**src/rtl/polynomial3_scheduler.sv**
```systemverilog
// Round-robin shared evaluator for y = a*x^2 + b*x + c across NUM_REQ requesters.
// One 35x10 multiplier is reused over two Horner steps; the result is returned with the requester tag.
module polynomial3_scheduler #(
   parameter int NUM_REQ = 4,
   parameter int ID_W    = $clog2(NUM_REQ)
) (
   input  logic                  clk,
   input  logic                  rst,
   input  logic [NUM_REQ-1:0]    req_valid,
   output logic [NUM_REQ-1:0]    req_ready,
   input  logic [NUM_REQ*24-1:0] req_a,
   input  logic [NUM_REQ*24-1:0] req_b,
   input  logic [NUM_REQ*32-1:0] req_c,
   input  logic [NUM_REQ*10-1:0] req_x,
   output logic                  resp_valid,
   input  logic                  resp_ready,
   output logic [ID_W-1:0]       resp_id,
   output logic [45:0]           resp_y,
   output logic                  busy
);

   typedef enum logic [1:0] {IDLE, MUL1, MUL2, RESP} state_t;

   state_t          state_q, state_d;
   logic [ID_W-1:0] ptr_q, ptr_d;
   logic [ID_W-1:0] id_q;
   logic [ID_W-1:0] win_id, cand;
   logic            win_found;
   logic            accept;
   logic [23:0]     a_q, b_q;
   logic [31:0]     c_q;
   logic [9:0]      x_q;
   logic [45:0]     acc_q, acc_d;
   logic [34:0]     mul_op;
   logic [44:0]     prod;

   // Round-robin search starting at ptr_q
   always_comb begin
      win_found = 1'b0;
      win_id    = '0;
      cand      = '0;
      for (int k = 0; k < NUM_REQ; k++) begin
         cand = ID_W'((int'(ptr_q) + k) % NUM_REQ);
         if (!win_found && req_valid[cand]) begin
            win_found = 1'b1;
            win_id    = cand;
         end
      end
   end

   assign accept = (state_q == IDLE) && win_found;

   always_comb begin
      req_ready = '0;
      if (accept && !rst) req_ready[win_id] = 1'b1;
   end

   // Single shared multiplier: a*x in MUL1, acc*x in MUL2
   assign mul_op = (state_q == MUL2) ? acc_q[34:0] : {11'd0, a_q};
   assign prod   = 45'(mul_op) * 45'(x_q);

   always_comb begin
      state_d = state_q;
      ptr_d   = ptr_q;
      acc_d   = acc_q;
      case (state_q)
         IDLE: begin
            if (accept) begin
               state_d = MUL1;
               ptr_d   = ID_W'((int'(win_id) + 1) % NUM_REQ);
            end
         end
         MUL1: begin
            acc_d   = 46'(prod) + 46'(b_q);
            state_d = MUL2;
         end
         MUL2: begin
            acc_d   = 46'(prod) + 46'(c_q);
            state_d = RESP;
         end
         RESP: begin
            if (resp_ready) state_d = IDLE;
         end
         default: state_d = IDLE;
      endcase
   end

   always_ff @(posedge clk or posedge rst) begin
      if (rst) begin
         state_q <= IDLE;
         ptr_q   <= '0;
         acc_q   <= '0;
         id_q    <= '0;
      end else begin
         state_q <= state_d;
         ptr_q   <= ptr_d;
         acc_q   <= acc_d;
         if (accept) id_q <= win_id;
      end
   end

   // Operands are captured only at the accept edge
   always_ff @(posedge clk) begin
      if (accept) begin
         a_q <= req_a[int'(win_id)*24 +: 24];
         b_q <= req_b[int'(win_id)*24 +: 24];
         c_q <= req_c[int'(win_id)*32 +: 32];
         x_q <= req_x[int'(win_id)*10 +: 10];
      end
   end

   assign resp_valid = (state_q == RESP);
   assign resp_y     = acc_q;
   assign resp_id    = id_q;
   assign busy       = (state_q != IDLE);

endmodule

```
**config.mk**
```make
export PLATFORM = sky130hd
export DESIGN_NAME = polynomial3_scheduler
export DESIGN_NICKNAME = d
export VERILOG_FILES = /design/src/rtl/polynomial3_scheduler.sv
export SDC_FILE = /design/constraint.sdc
export NUM_CORES = 1
export LEC_CHECK = 0
export BUFFER_PORTS_ARGS = -buffer_cell sky130_fd_sc_hd__buf_2
export CAP_MARGIN = 30
export CORE_MARGIN = 4
export CORE_UTILIZATION = 60
export CTS_BUF_LIST = sky130_fd_sc_hd__clkbuf_8
export DETAILED_ROUTE_END_ITERATION = 7
export PLACE_DENSITY = 0.91
export SETUP_SLACK_MARGIN = 0.4
export SLEW_MARGIN = 40
export SYNTH_ARGS = -nofsm -noshare
export SYNTH_HDL_FRONTEND = slang
export SYNTH_SLANG_ARGS = --single-unit
```
**constraint.sdc**
```tcl
create_clock -name clk -period 23.4 [get_ports clk]
set_input_delay 2.34 -clock clk [delete_from_list [all_inputs] [get_ports clk]]
set_output_delay 2.34 -clock clk [all_outputs]
set_load 0.1 [all_outputs]
```
### After elaboration in Yosys (flattened, before gate mapping)

Cells that the tools add are included.

* add/sub/neg operators: 6
* multiply operators: 3
* $lt $le $gt $ge: 6
* eq/ne operators: 5
* shifts and indexed selects: 4
* multiplexer cells: 24
* reduce and logical (&&, ||, !) cells: 15

Operator list (count)
* $shiftx A128 B8 Y32: 1
* $shiftx A96 B32 Y24: 1
* $shiftx A96 B8 Y24: 1
* $pmux W46 S2: 1
* $add A45 B24 Y46: 1
* $add A45 B32 Y46: 1
* $mul A35 B10 Y45: 1
* $shiftx A40 B7 Y10: 1
* $mux W35: 1
* $lt A2 B3 Y1 const B: 5
* $mux W2: 6
* $mux W1: 9
* $bmux W1 S2: 4
* $pmux W2 S4: 1
* $logic_and A1 B1 Y1: 6
* $mul A2 B3 Y5 const B: 1
* $add A2 B1 Y2 const B: 2
* $add A2 B2 Y2 const B: 2
* $eq A2 B2 Y1 const B: 2
* $logic_not A1 Y1: 4
* $mul A2 B2 Y4 const B: 1
* $mux W4: 1
* $reduce_and A2 Y1: 2
* $reduce_bool A2 Y1: 2
* other kinds (6): 6

* register bits after elaboration: 142
* input bits: 367
* output and inout port bits: 54
* word-level logic and storage cells: 71

### Logic depth before layout (Yosys ltp)

* word-level depth: 17
* gate-level depth with buffers: 38
* gate-level depth less buffers: 35

### Least setup slack after synthesis

OpenSTA, ideal clock, no wires.

* path kind: register to register
* start: register state_q[0]
* end: register acc_q[43] (netlist: resp_y[43])
* setup time: 0.082 ns
* data arrival time: 8.197 ns
* data required time: 23.318 ns
* slack: 15.122 ns
* stages on the path, launching flop included: 32
* path buffers: 3
* clock period less this slack: 8.278 ns
* cells stage by stage: dfrtp_1 > inv_1 > ha_1 > clkbuf_1 > clkbuf_1 > mux2_2 > and2_1 > fa_1 > fa_1 > fa_1 > fa_1 > inv_1 > fa_1 > inv_1 > ha_1 > buf_6 > a21oi_2 > a21boi_0 > nor4_1 > a21oi_1 > nor2_1 > xnor2_1 > ha_1 > nand3_1 > a211o_1 > a211oi_1 > o21ai_0 > o311ai_1 > nor3b_1 > nand4_1 > or3_1 > a31oi_1

* longest elaborated chain between the ends: 5
* elaborated cells between the ends (all ways): 8
* those cells by class: 2 x add/sub; 1 x mul; 2 x eq/ne; 2 x mux; 1 x reduce/logical

Ends and longest elaborated chain
* start, declared: RTL line 24 `state_t state_q, state_d;`
* start signal, assigned: RTL line 95 `state_q <= state_d;`
* $eq A2 B2 Y1: RTL line 59, 66
* $mux W35: RTL line 59 `assign mul_op = (state_q == MUL2) ? acc_q[34:0] : {11'd0, a_q};`
* $mul A35 B10 Y45: RTL line 60 `assign prod = 45'(mul_op) * 45'(x_q);`
* $add A45 B32 Y46 / $add A45 B24 Y46 (equally long branches): RTL line 78, 74
* $pmux W46 S2: RTL line 66 `case (state_q)`
* end signal, assigned: RTL line 92 `acc_q <= '0;`
* end signal, assigned: RTL line 97 `acc_q <= acc_d;`
* end, declared: RTL line 33 `logic [45:0] acc_q, acc_d;`

Several ways; a longest one is shown, not always the timed one.
A chain may end at the register's enable or synchronous reset.

### Worst setup path in the final report

* start: register state_q[0]
* end: register acc_q[31] (netlist: resp_y[31])

The elaborated chain is that of the path after synthesis.

==> reports/metrics.yaml <==
run_status: "finished, final reports clean"
worst_pin_slew_ns: 0.799
finalHoldViolCount: 0
multi_input_area_um2: 15800
cts.sinks: 142
yosys_register_bits: 142
clockRootBuffer: "clkbuf_8"
grt_overflow_total: 0
synth_nets: 3357
fin_skew_ns: 0.0157
clkLatencyLatePin_ns: 0.47
drt-pass1-iter-count: 6
numPortBuffers: 420
period_needed_ns: 9.63
slew-limit-headroom_pct: 46.7
tns_ns: 0
drc: 0
cp_slowest_stage_delay_ns: 0.65
finalCritPeriodShare_pct: 41.2
critPathCaptureType: "flip-flop"
drt_iter0_markers: 1726
routed_wl_um: 71300
register_area_um2: 4000
antenna_found_initial: 13
worstSetupPathType: "flip-flop to flip-flop"
synth_area_um2: 21500
grt_pass1_wl_um: 112000
postCtsSetupRepairBufs: 0
final_max_slew_viol_count: 0
worst-endpoint-required_ns: 23.70
drt-vias-per-instance: 5.95
io_pins: 421
nets: 3673
critPathArrivalTime_ns: 9.93
gp_congestion: 1.01
grtUsageTotal_pct: 36.7
rsz0062_at_grt: "false"
pre_cts_ws_ns: 13.95
nFillCells: 2853
setup_slack_ns: 13.77
syn_area_per_cell_um2: 8.26
clock_path_buffers: 2
cts_tree: "done"
hp-class: "flip-flop to flip-flop"
yosys_warnings: 0
core-area_um2: 35500
setup_viol: 0
max_freq_mhz: 104
antenna_left: 0
async_flop_share_pct: 36.6
startpoint_type: "flip-flop"
start_util_pct: 60.7
dp_hpwl_um: 57800
maxCapViolCount: 0
cp_max_fo: 37
drive_gt1_share_pct: 19.2
core.rowCount: 69
fp.dieArea_um2: 39000
grt_max_degree: 94
vias: 20200
fp.dieW_um: 197
synth_enable_flop_cells: 90
cts_hold_buf: 0
area_growth_pct: 12.6
cts_made_buffers: 17
avgRoutedWirePerCell_um: 21.0
final_util_pct: 68.3
cts.repair.resized: 0
htreeDepth: 4
synth_cells: 2605
path_clk_slew_ns: 0.08
crit_slowest_cell: "or4b_2"
yosysUniqueCellTypes: 75
yosys_most_used_dff: "edfxtp_1"
die_h_um: 197
grt_pass1_vias: 20600
ys_seq_area_share_pct: 18.6
## metrics by stage
| step | cells | hold WS (ns) | area (um^2) |
|---|---|---|---|
| floorplan | 2605 | 0.519 | 21500 |
| global placement | 3361 | 0.463 | 23800 |
| detailed placement | 3362 | 0.465 | 23800 |
| CTS | 3393 | 0.482 | 24200 |
| global route | 3402 | 0.523 | 24200 |
| finish | 3402 | 0.480 | 24200 |
## worst max-delay path: cells and delay by family, from the launching register on
kind / cells / cell delay, ns
and+or+nand+nor: 6 / 1.53
adders and majority gates: 8 / 3.64
buffers and inverters: 4 / 0.31
muxes: 1 / 0.63
xor gates and xnor gates: 1 / 0.33
DFF: 1 / 0.39
AOI/OAI and AO/OA: 9 / 2.60
## flip-flops by register name, summed over array words and instances, names as in the netlist
register  cells
b_q          24
c_q          32
state_q       2
ptr_q         2
resp_y       46
resp_id       2
a_q          24
x_q          10
## path summary, 6_finish.rpt
kind	slack (ns)	startpoint	depth (start not counted)	endpoint
min reg2reg	0.48	resp_id[1]	2	resp_id[1]
max in group asynchronous	20.80	rst	3	resp_y[39]
min	0.48	resp_id[1]	2	resp_id[1]
max reg2reg	13.77	state_q[0]	29	resp_y[31]
max	13.77	state_q[0]	29	resp_y[31]
min in group asynchronous	2.11	rst	3	resp_id[1]
## cells in the mapped netlist (all sizes together) (37+ instances only)
cell    instances  share of area (%)
mux2           72                3.8
xnor2          37                1.5
and3          129                3.7
o21ai          61                1.4
edfxtp         90                 13
nand2         614                 11
dfrtp          52                6.0
fa            263                 24
clkbuf        130                2.3
nor2           69                1.2
inv           312                5.4
a31oi          97                2.8
a21oi         104                2.4
and2          165                4.8
ha            122                7.1
## final cells by class
cell class                      instances  area share, %
Clock buffer                           17          0.966
Inverter                              313           4.87
Antenna cell                            8         0.0826
Clock inverter                         14          0.439
Multi-Input combinational cell       2007           65.3
Sequential cell                       142           16.5
Timing Repair Buffer                  440           9.41
Tap cell                              461           2.38
## cell usage in the layout, fill, tap and decap left out, types with 8 or more instances in the layout
cell type / count
and3_1: 129
xor2_1: 30
nand3_1: 24
a21oi_1: 103
o21ai_0: 58
o211ai_1: 13
nand2_1: 612
ha_1: 120
nand2b_1: 12
a31oi_1: 97
nor2_1: 69
clkbuf_8: 17
buf_2: 420
fa_1: 263
nand4_1: 15
a211oi_1: 11
xnor2_1: 37
diode_2: 8
dfrtp_1: 52
a21o_1: 35
edfxtp_1: 90
nor3_1: 16
and2_1: 165
buf_4: 17
mux2_2: 72
inv_1: 310
nor2b_1: 15
## per-layer routing
layer	vias to the layer above	wire (um)	global-route usage, %
met5	-	27	0
met4	4	3470	15.3
met3	183	7020	7.42
met2	1150	32600	57.6
met1	9752	28200	50.2
li1	9140	-	-
## kinds of logic after synthesis
logic type | Yosys count | synth area share, %
and+or+nand+nor | 1090 | 23.7
buffers and inverters | 456 | 8.03
AOI/OAI and AO/OA | 389 | 11.5
adders and majority gates | 385 | 31.5
DFF | 142 | 18.6
muxes | 76 | 3.95
xor gates and xnor gates | 67 | 2.73
Power is left out: the tool's default activity adds up to more than one toggle a clock period on the data nets, which glitch-free logic cannot reach.
